==> src/rtl/frame_read_sched_pkg.sv <==
// Shared constants, FSM encoding and burst command payload for the frame
// read/write schedulers.
package frame_read_sched_pkg;

  localparam int unsigned ADDR_W          = 22;
  localparam int unsigned LEN_W           = 9;
  localparam int unsigned REMAIN_W        = 19;
  localparam int unsigned USEDW_W         = 11;
  localparam int unsigned CMP_W           = 12;
  localparam int unsigned CNT_W           = 8;

  localparam int unsigned DEF_FRAME_WORDS = 307200;
  localparam int unsigned BURST_LEN       = 256;
  localparam int unsigned FIFO_DEPTH      = 1024;
  localparam int unsigned BANK0_BASE      = 0;
  localparam int unsigned BANK1_BASE      = 524288;

  typedef enum logic [2:0] {
    ST_IDLE,
    ST_FLUSH,
    ST_CHECK,
    ST_REQ,
    ST_BURST,
    ST_DONE
  } state_t;

  typedef struct packed {
    logic [ADDR_W-1:0] addr;
    logic [LEN_W-1:0]  len;
  } rd_cmd_t;

  // Word address of the selected ping-pong bank.
  function automatic logic [ADDR_W-1:0] bank_base(input logic bank);
    return bank ? ADDR_W'(BANK1_BASE) : ADDR_W'(BANK0_BASE);
  endfunction

endpackage

==> src/rtl/frame_read_sched_if.sv <==
// Burst read request channel between the frame read scheduler (master) and
// the SDRAM controller (slave).
//   rd_req/rd_addr/rd_len : request, held stable until rd_ack
//   rd_ack                : controller accepted the request
//   rd_done               : 1-cycle pulse after the last burst word lands in the FIFO
interface frame_read_sched_if;
  import frame_read_sched_pkg::*;

  logic              rd_req;
  logic [ADDR_W-1:0] rd_addr;
  logic [LEN_W-1:0]  rd_len;
  logic              rd_ack;
  logic              rd_done;

  modport master (output rd_req, rd_addr, rd_len, input rd_ack, rd_done);
  modport slave  (input rd_req, rd_addr, rd_len, output rd_ack, rd_done);

endinterface

==> src/rtl/frame_read_sched_sat_cnt8.sv <==
// 8-bit saturating event counter, cleared only by reset.
//   clk, rst_n : clock, async active-low reset
//   inc        : count one event this cycle
//   cnt        : registered count, sticks at 255
module sat_cnt8
  import frame_read_sched_pkg::*;
(
  input  logic             clk,
  input  logic             rst_n,
  input  logic             inc,
  output logic [CNT_W-1:0] cnt
);

  always_ff @(posedge clk or negedge rst_n) begin
    if (!rst_n) begin
      cnt <= '0;
    end else if (inc && (cnt != {CNT_W{1'b1}})) begin
      cnt <= cnt + CNT_W'(1);
    end
  end

endmodule

==> src/rtl/frame_read_sched.sv <==
// Schedules SDRAM read bursts that refill the display line FIFO. Reads the
// ping-pong bank the camera is not writing and restarts on every frame_start.
//   clk, rst_n      : clock, async active-low reset
//   frame_start     : 1-cycle pulse at start of vertical blanking
//   wr_bank         : bank currently written by the camera path
//   fifo_usedw      : display FIFO fill level (write side)
//   fifo_empty      : display FIFO empty (read side)
//   vga_display_en  : VGA driver in active area
//   rd              : burst request channel (master)
//   fifo_clr        : 1-cycle clear to the display FIFO
//   frame_done      : 1-cycle pulse after the last burst of a frame
//   underrun_cnt    : saturating count of display-while-empty cycles
module frame_read_sched
  import frame_read_sched_pkg::*;
#(
  parameter int unsigned FRAME_WORDS = DEF_FRAME_WORDS
) (
  input  logic                 clk,
  input  logic                 rst_n,
  input  logic                 frame_start,
  input  logic                 wr_bank,
  input  logic [USEDW_W-1:0]   fifo_usedw,
  input  logic                 fifo_empty,
  input  logic                 vga_display_en,
  frame_read_sched_if.master   rd,
  output logic                 fifo_clr,
  output logic                 frame_done,
  output logic [CNT_W-1:0]     underrun_cnt
);

  state_t               state_q, state_n;
  logic [ADDR_W-1:0]    addr_q, addr_n;      // word offset within the read bank
  logic [REMAIN_W-1:0]  remain_q, remain_n;
  logic                 pend_q, pend_n;
  logic                 bank_q, bank_n;
  rd_cmd_t              cmd_q, cmd_n;
  logic                 req_q, req_n;
  logic                 clr_q, clr_n;
  logic                 done_q, done_n;

  logic [LEN_W-1:0]     burst_len;
  logic                 fits;

  // Next burst length and FIFO room check; widened so usedw+len cannot wrap.
  assign burst_len = (remain_q >= REMAIN_W'(BURST_LEN)) ? LEN_W'(BURST_LEN)
                                                        : LEN_W'(remain_q);
  assign fits = (CMP_W'(fifo_usedw) + CMP_W'(burst_len)) <= CMP_W'(FIFO_DEPTH);

  // Next-state and next-output logic.
  always_comb begin
    state_n  = state_q;
    addr_n   = addr_q;
    remain_n = remain_q;
    pend_n   = pend_q;
    bank_n   = bank_q;
    cmd_n    = cmd_q;
    req_n    = req_q;
    clr_n    = 1'b0;
    done_n   = 1'b0;

    case (state_q)
      ST_IDLE, ST_DONE: begin
        if (frame_start) begin
          state_n = ST_FLUSH;
          clr_n   = 1'b1;
        end else begin
          state_n = ST_IDLE;
        end
      end

      ST_FLUSH: begin
        bank_n   = ~wr_bank;
        addr_n   = '0;
        remain_n = REMAIN_W'(FRAME_WORDS);
        pend_n   = 1'b0;
        if (frame_start) begin
          state_n = ST_FLUSH;
          clr_n   = 1'b1;
        end else begin
          state_n = ST_CHECK;
        end
      end

      ST_CHECK: begin
        if (frame_start) begin
          state_n = ST_FLUSH;
          clr_n   = 1'b1;
        end else if (remain_q == '0) begin
          state_n = ST_DONE;
          done_n  = 1'b1;
        end else if (fits) begin
          state_n    = ST_REQ;
          req_n      = 1'b1;
          cmd_n.addr = bank_base(bank_q) + addr_q;
          cmd_n.len  = burst_len;
        end
      end

      // Request is never withdrawn before acceptance; a new frame is deferred.
      ST_REQ: begin
        if (frame_start) pend_n = 1'b1;
        if (rd.rd_ack) begin
          state_n = ST_BURST;
          req_n   = 1'b0;
        end
      end

      ST_BURST: begin
        if (frame_start) pend_n = 1'b1;
        if (rd.rd_done) begin
          addr_n   = addr_q + ADDR_W'(cmd_q.len);
          remain_n = remain_q - REMAIN_W'(cmd_q.len);
          if (pend_q || frame_start) begin
            state_n = ST_FLUSH;
            clr_n   = 1'b1;
          end else begin
            state_n = ST_CHECK;
          end
        end
      end

      default: begin
        state_n = ST_IDLE;
        req_n   = 1'b0;
      end
    endcase
  end

  // State and registered outputs.
  always_ff @(posedge clk or negedge rst_n) begin
    if (!rst_n) begin
      state_q  <= ST_IDLE;
      addr_q   <= '0;
      remain_q <= '0;
      pend_q   <= 1'b0;
      bank_q   <= 1'b0;
      cmd_q    <= '0;
      req_q    <= 1'b0;
      clr_q    <= 1'b0;
      done_q   <= 1'b0;
    end else begin
      state_q  <= state_n;
      addr_q   <= addr_n;
      remain_q <= remain_n;
      pend_q   <= pend_n;
      bank_q   <= bank_n;
      cmd_q    <= cmd_n;
      req_q    <= req_n;
      clr_q    <= clr_n;
      done_q   <= done_n;
    end
  end

  assign rd.rd_req   = req_q;
  assign rd.rd_addr  = cmd_q.addr;
  assign rd.rd_len   = cmd_q.len;
  assign fifo_clr    = clr_q;
  assign frame_done  = done_q;

  sat_cnt8 u_underrun (
    .clk   (clk),
    .rst_n (rst_n),
    .inc   (vga_display_en & fifo_empty),
    .cnt   (underrun_cnt)
  );

endmodule

==> src/flat_wrapper.sv <==
// flat-port wrapper written by rule: the top's interface ports become plain ports
module frame_read_sched_flat import frame_read_sched_pkg::*;
#(
  parameter int unsigned FRAME_WORDS = DEF_FRAME_WORDS
)
  (clk, rst_n, frame_start, wr_bank, fifo_usedw, fifo_empty, vga_display_en, fifo_clr, frame_done, underrun_cnt, rd_rd_req, rd_rd_addr, rd_rd_len, rd_rd_ack, rd_rd_done);
  frame_read_sched_if rd_i ();
  input  logic clk;
  input  logic rst_n;
  input  logic frame_start;
  input  logic wr_bank;
  input  logic [USEDW_W-1:0] fifo_usedw;
  input  logic fifo_empty;
  input  logic vga_display_en;
  output logic fifo_clr;
  output logic frame_done;
  output logic [CNT_W-1:0] underrun_cnt;
  output wire logic [$bits(rd_i.rd_req)-1:0] rd_rd_req;
  output wire logic [$bits(rd_i.rd_addr)-1:0] rd_rd_addr;
  output wire logic [$bits(rd_i.rd_len)-1:0] rd_rd_len;
  input wire logic [$bits(rd_i.rd_ack)-1:0] rd_rd_ack;
  input wire logic [$bits(rd_i.rd_done)-1:0] rd_rd_done;
  assign rd_rd_req = rd_i.rd_req;
  assign rd_rd_addr = rd_i.rd_addr;
  assign rd_rd_len = rd_i.rd_len;
  assign rd_i.rd_ack = rd_rd_ack;
  assign rd_i.rd_done = rd_rd_done;
  frame_read_sched #(.FRAME_WORDS(FRAME_WORDS)) u_core (.clk(clk), .rst_n(rst_n), .frame_start(frame_start), .wr_bank(wr_bank), .fifo_usedw(fifo_usedw), .fifo_empty(fifo_empty), .vga_display_en(vga_display_en), .rd(rd_i), .fifo_clr(fifo_clr), .frame_done(frame_done), .underrun_cnt(underrun_cnt));
endmodule
==> config.mk <==
export PLATFORM = sky130hd
export DESIGN_NAME = frame_read_sched_flat
export DESIGN_NICKNAME = d
export VERILOG_FILES = /design/src/rtl/frame_read_sched_pkg.sv /design/src/rtl/frame_read_sched_if.sv /design/src/rtl/frame_read_sched_sat_cnt8.sv /design/src/rtl/frame_read_sched.sv /design/src/flat_wrapper.sv
export SDC_FILE = /design/constraint.sdc
export NUM_CORES = 1
export LEC_CHECK = 0
export BUFFER_PORTS_ARGS = -buffer_cell sky130_fd_sc_hd__buf_2
export CELL_PAD_IN_SITES_DETAIL_PLACEMENT = 0
export CELL_PAD_IN_SITES_GLOBAL_PLACEMENT = 1
export CORE_MARGIN = 4
export CORE_UTILIZATION = 25
export CTS_CLUSTER_SIZE = 20
export DETAILED_ROUTE_END_ITERATION = 8
export PLACE_DENSITY_LB_ADDON = 0.1
export REMOVE_ABC_BUFFERS = 1
export SKIP_CTS_REPAIR_TIMING = 1
export SLEW_MARGIN = 20
export SYNTH_ARGS = -nofsm -noshare
export SYNTH_HDL_FRONTEND = slang
export SYNTH_SLANG_ARGS = --single-unit
==> constraint.sdc <==
create_clock -name clk -period 7.3 [get_ports clk]
set_clock_uncertainty 0.2 [all_clocks]
set_input_delay 1.095 -clock clk [delete_from_list [all_inputs] [get_ports clk]]
set_output_delay 1.095 -clock clk [all_outputs]
set_load 0.02 [all_outputs]
==> results of run 1 <==
-- final cells by class --
class / instances / area [sq um] / share of cell area, %
Clock inverter: 3 / 42.54 / 0.7019
Sequential cell: 88 / 2202 / 36.33
Multi-Input combinational cell: 372 / 2825 / 46.61
Timing Repair Buffer: 62 / 317.8 / 5.244
Clock buffer: 11 / 252.7 / 4.170
Inverter: 22 / 82.58 / 1.363
Tap cell: 270 / 337.8 / 5.574
-- per-layer routing --
layer,wire length [microns],global-route usage (%),vias to the layer above
li1,-,-,1881
met1,6365,15.65,1787
met2,5998,18.29,48
met3,320,1.789,11
met4,195,4.238,0
met5,0,0,-
-- metrics by stage --
step           cells  instance area (sq um)  setup slack, ns  hold slack (ns)  util, %
3_3_place_gp     814                   5766            2.521           0.2752    28.31
2_1_floorplan    482                   5107            3.191           0.2563        -
3_5_place_dp     814                   5766            2.360           0.2845    28.31
5_1_grt          828                   6061            1.969           0.3138    29.76
4_1_cts          828                   6061            2.348           0.2994    29.76
6_report         828                   6061            2.441           0.3019    29.76
-- registers in the layout, summed over array words and instances (netlist names) --
signal                 count
u_core.rd.rd_req           1
u_core.remain_q           19
u_core.u_underrun.cnt      8
u_core.bank_q              1
u_core.state_q             3
u_core.frame_done          1
u_core.addr_q             22
u_core.rd.rd_len           9
u_core.pend_q              1
u_core.rd.rd_addr         22
u_core.fifo_clr            1
-- worst max path at each step --
stage	end	slack, ns
final	u_core.rd.rd_addr[5]	2.44
after global routing	u_core.rd.rd_addr[5]	1.97
after CTS	u_core.rd.rd_addr[5]	2.35
after detailed placement	u_core.rd.rd_addr[6]	2.36
after global placement	u_core.rd.rd_addr[6]	2.52
after floorplan	u_core.rd.rd_addr[5]	3.19
-- kinds of logic after synthesis --
group / after synthesis / synth area share (%)
AO/OA/AOI/OAI: 102 / 13.89
XOR/XNOR: 50 / 8.426
adder cells (fa/ha/maj): 33 / 8.378
buffers and inverters: 33 / 3.322
flip-flops: 88 / 42.37
multiplexers: 33 / 9.124
AND/OR/NAND/NOR: 154 / 14.49
-- report_power, final --
group | internal (mW) | leakage [nW] | total (mW) | switching (mW)
clock network | 0.280 | 0.143 | 0.468 | 0.188
logic | 0.136 | 1.47 | 0.375 | 0.239
registers | 0.543 | 1.18 | 0.612 | 0.0683
total | 0.959 | 2.79 | 1.45 | 0.495
-- worst max-delay path: cells and delay by family, from the launching register on --
kind | cells | cell delay (ns)
simple gates | 6 | 1.72
compound gates | 3 | 1.10
flops | 1 | 0.46
buf+inv | 1 | 0.14
fa+ha+maj | 2 | 0.67
mux | 1 | 0.41
-- cells in the final DEF, fill, tap and decap left out, drive strengths merged, types with 9 or more instances in the layout --
master and instances:
a21oi 21, and2 15, buf 62, clkbuf 11, dfrtp 88, ha 30
inv 22, mux2 31, nand2 38, nand3 18, nor2 44, nor3 9
o21ai 31, xnor2 32, xor2 18
==> flow_metrics.tcl, run 1 <==
set metrics [dict create \
    clockBufferDepth 2 \
    worstSetupStartpoint "u_core.remain_q[9]" \
    start_util_pct 25.52 \
    synth_area_sq_um 5197 \
    slowest_delay_ns 0.66 \
    place.gp.congestion 0.7904 \
    crit_path_start_kind "flip-flop" \
    r2r_start "u_core.remain_q[9]" \
    num-fill-cells 2112 \
    boundaryPins 61 \
    min_to "u_core.bank_q" \
    crit_arrival_ns 4.89 \
    tightest_slew_ns 0.9447 \
    min_period_over_period_pct 66.57 \
    setup_viol 0 \
    synth_edf_count 0 \
    cts.sinks 88 \
    grt_overflow_total 0 \
    wl_per_cell_microns 15.56 \
    antenna_found_initial 0 \
    worstHoldStart "u_core.bank_q" \
    syn-instance-count 493 \
    synth_largest_area_cell "dfrtp_1" \
    period_needed_ns 4.859 \
    grt_pass1_vias 3833 \
    first_pass_iters 4 \
    ys_seq_area_share_pct 42.37 \
    portBuffers 60 \
    synthArstFlopShare_pct 100.0 \
    synth_top_area_share_pct 42.37 \
    grt_pass1_wl_mm 21.25 \
    synthTopCellsByArea "dfrtp_1, mux2_4, ha_1" \
    slew_headroom_pct 36.95 \
    holdPathStages 2 \
    status "completed" \
    p_per_area_nw_per_um2 240.0 \
    ys_ff_latch 88 \
    slowest_stage "nor4_2" \
    grt_max_degree 49 \
    synth_ff_type "dfrtp_1" \
    ys_top_cells_by_count "dfrtp_1, nor2_1, nand2_1, xnor2_1, ha_1" \
    worstSetupEndpointType "flip-flop" \
    yosysWarnings 0 \
    cts_made_buffers 9 \
    setup.worst_path.class "flip-flop to flip-flop" \
    dpl.hpwl_mm 9.608 \
    fin_nets 607 \
    ant_nets 0 \
    layout-drive-gt1-share_pct 22.04 \
    min_path_type "flip-flop to flip-flop" \
    wirelength_mm 12.88 \
    cts_tree "yes" \
    grt_use_total_pct 11.43 \
    die_height_microns 152.2 \
    worstPathCellList "nor4_2, nand3_1, nor4_2, inv_1, nor2_1, ha_1, fa_1, a211oi_1, o2111a_1, nand4_1, nor4_2, o211a_4, mux2_2" \
    total_power_mw 1.455 \
    fin_tns_setup_ns 0 \
    cap_viol_max_count 0 \
    p_leak_nw 2.793 \
    clkTransAtPathRegs_ns 0.06 \
    finalHoldViolations 0 \
    cts_root_buffer "clkbuf_16" \
    rows 52 \
    drc 0 \
    area.growth.synth_to_final_pct 16.61 \
    die_w_microns 152.2 \
    clock_latency_ns 0.34 \
    yosysMostFrequentCell "dfrtp_1" \
    required_ns 7.33 \
    fmax_ghz 0.2058 \
    drv_slew 0 \
    viasPerCell 4.501 \
    vias 3727 \
    antenna_cells 0 \
    worstPathMaxFanout 32 \
    cts.htree.levels 3 \
    critPathMostFrequentCell "nor4_2" \
    drt_iter0_drc 129 \
    r2r-end "u_core.rd.rd_addr[5]" \
    rrSetupSlack_ns 2.44 \
    syn_avg_cell_area_sq_um 10.54 \
    fp.coreArea_sq_um 20360 \
    worstRegToRegCells 13 \
    ys_types 58 \
    rsz0062_at_grt "no" \
    die-area_sq_um 23160 \
    vdd.ir_drop.worst_mv 0.07578 \
]
No activity file was read; power rests on OpenSTA's default activity.
==> run 2, diff against run 1 <==
Settings changed: ABC_AREA set to 1.
Clock period 7.3 ns to 4.2 ns, I/O delays scaled along.
==> run 2 against run 1 <==
Effect of this change:
- largest power group unchanged
- synthesized area rose by 6.1%
- sequential share of layout area decreased by 2.3 points
- total power grew 83%
- the run now ends with negative hold slack left
- via count increased by 35%
- flip-flop and latch count unchanged
- synthesized cell count rose by 53%
- cell area up 6.8%
- clock power rose by 75%
- hold slack got worse by 0.32 ns
- die area up 5.7%
- sequential power up 70%
- fmax rose by 27%
==> flow_metrics.tcl, run 2 <==
set metrics [dict create \
    status "finished with violations" \
    violations "negative hold slack" \
    slowest_delay_ns 0.42 \
    synth_top_area_share_pct 39.95 \
    p_sw_share_pct 40.11 \
    viasPerCell 4.580 \
    cts.htree.levels 3 \
    die_w_microns 156.5 \
    seq_power_share_pct 38.9 \
    min_period_over_period_pct 91.20 \
    grt_pass1_vias 5147 \
    vdd.ir_drop.worst_mv 0.2092 \
    cp_num_cells 19 \
    grt_pass1_wl_mm 27.12 \
    crit_arrival_ns 3.87 \
    placed_area_sq_um 6115 \
    vias 5043 \
    hold_ws_ns -0.01584 \
    intPower_mw 1.597 \
    crit_path_start_kind "flip-flop" \
    die-area_sq_um 24490 \
    wirelength_mm 16.55 \
    first_pass_iters 4 \
    gr-usage-met1_pct 19.07 \
    met2_usage_pct 22.69 \
    worstSetupEndpointType "flip-flop" \
    start_util_pct 25.34 \
    grt_use_total_pct 13.92 \
    ant_nets 0 \
    area.growth.synth_to_final_pct 17.45 \
    antenna_cells 0 \
    worstPathMaxFanout 15 \
    fin_tns_setup_ns 0 \
    power_frac_comb_pct 30.3 \
    r2r_start "u_core.remain_q[11]" \
    antenna_found_initial 0 \
    synthArstFlopShare_pct 100.0 \
    drc 0 \
    rsz0062_at_grt "no" \
    syn-instance-count 753 \
    worstPathCellList "nor2_1, inv_1, nor3_1, nand2_1, buf_4, nor2_1, ha_1, nand2_1, nand2_1, a21boi_0, nand3_1, nand2_1, nand3_1, nor2_1, nand2_1, nand2_2, nand3_4, nand2_1, nand2_1" \
    ys_types 41 \
    cts_tree "yes" \
    critPathMostFrequentCell "nand2_1" \
    boundaryPins 61 \
    ys_ff_latch 88 \
    synth_largest_area_cell "dfrtp_1" \
    layout-drive-gt1-share_pct 12.42 \
    drt_iter0_drc 230 \
    layout_common_cells "nand2_1, inv_1, dfrtp_1" \
    cts_made_buffers 9 \
    cp_top_family "simple AND/OR/NAND/NOR gates" \
    busiest_layer "met2" \
    portBuffers 60 \
    clockBufferDepth 2 \
    period_needed_ns 3.830 \
    ys_top_cells_by_count "nand2_1, inv_1, dfrtp_1, nor2_1, nand3_1" \
    worst-path-buf-inv 2 \
    cts_root_buffer "clkbuf_16" \
    num-fill-cells 2398 \
    required_ns 4.24 \
    fin_nets 868 \
    cap_viol_max_count 0 \
    cts.sinks 88 \
    final_common_cell "nand2_1" \
    slowest_stage "dfrtp_1" \
    synth_area_sq_um 5513 \
    fmax_ghz 0.2611 \
    grt_overflow_total 0 \
    p_per_area_nw_per_um2 411.7 \
    yosysMostFrequentCell "nand2_1" \
    synth_ff_type "dfrtp_1" \
    setup.worst_path.class "flip-flop to flip-flop" \
    clkPwrFrac_pct 30.8 \
    total_power_mw 2.666 \
    synthTopCellsByArea "dfrtp_1, nand2_1, inv_1" \
    place.gp.congestion 0.7963 \
    dpl.hpwl_mm 12.18 \
    met3_usage_pct 1.798 \
    slew_headroom_pct 42.00 \
    grt_max_degree 72 \
    tightest_slew_ns 0.8646 \
    power_switching_mw 1.069 \
    die_height_microns 156.5 \
    design_area_sq_um 6475 \
    min_path_type "primary input to async pin" \
    syn_avg_cell_area_sq_um 7.321 \
    clkTransAtPathRegs_ns 0.07 \
    yosysWarnings 0 \
    p_leak_nw 3.482 \
    ys_seq_area_share_pct 39.95 \
    worstRegToRegCells 19 \
    fp.coreArea_sq_um 21760 \
    drv_slew 0 \
    rows 54 \
    clock_latency_ns 0.36 \
    finalHoldViolations 22 \
    worstSetupStartpoint "u_core.remain_q[11]" \
    wl_per_cell_microns 15.04 \
    synth_edf_count 0 \
    setup_viol 0 \
]
## run 2: metal layers
metal,routed length (microns),up-vias
met5,0,-
met4,314,0
met3,661,19
met2,7641,104
met1,7937,2334
li1,-,2586
## run 2: kinds of logic after synthesis
family                     after synthesis  share of synthesized area [%]
and+or+nand+nor                        406                          31.96
buffers and inverters                  124                          9.101
DFF                                     88                          39.95
AOI/OAI and AO/OA                       86                          8.557
adders and majority gates               33                          7.898
xor gates and xnor gates                16                          2.542
## run 2: final timing paths
check | end | slack, ns
min in group clk | u_core.rd.rd_addr[18] | 0.27
hold / removal | u_core.rd.rd_addr[0] | -0.02
max in group asynchronous | u_core.u_underrun.cnt[0] | 3.23
setup reg to reg | u_core.rd.rd_len[3] | 0.37
setup / recovery | u_core.rd.rd_len[3] | 0.37
hold reg to reg | u_core.rd.rd_addr[18] | 0.27
## run 2: per-stage QoR
| stage | utilization (%) | std cells | hold slack, ns | setup WS, ns |
|---|---|---|---|---|
| floorplan | - | 735 | 0.1344 | 0.5481 |
| global placement | 28.11 | 1082 | 0.2493 | 0.2903 |
| finish | 29.76 | 1101 | -0.01584 | 0.3696 |
| detailed placement | 28.11 | 1082 | 0.2544 | 0.1995 |
| global route | 29.76 | 1101 | 0.003733 | 0.01259 |
| CTS | 29.43 | 1098 | 0.2620 | 0.1807 |
## run 2: final cells by class
class	instances	area, sq um	share of cell area (%)
multi-input cells	542	2829	43.69
flip-flops and latches	88	2202	34.01
repair buffers	69	406.6	6.280
inverters	106	397.9	6.145
well taps	280	350.3	5.411
clock buffers	10	239.0	3.691
clock inverters	6	50.05	0.7729
## run 2: worst reg2reg max path, stage by stage (launching register included)
cell	delay (ns)
dfrtp_1	0.42
nor2_1	0.16
inv_1	0.09
nor3_1	0.24
nand2_1	0.17
buf_4	0.20
nor2_1	0.27
ha_1	0.37
nand2_1	0.10
nand2_1	0.08
a21boi_0	0.26
nand3_1	0.11
nand2_1	0.10
nand3_1	0.07
nor2_1	0.12
nand2_1	0.09
nand2_2	0.21
nand3_4	0.28
nand2_1	0.14
nand2_1	0.05
## run 2: power groups by stage
stage               clock [mW]  sequential (mW)  combinational (mW)
finish                   0.820             1.04               0.808
floorplan                    0             1.10               0.442
global route             0.887             1.06               0.915
CTS                      0.850             1.04               0.806
detailed placement           0             1.05               0.803
global placement             0             1.05               0.800
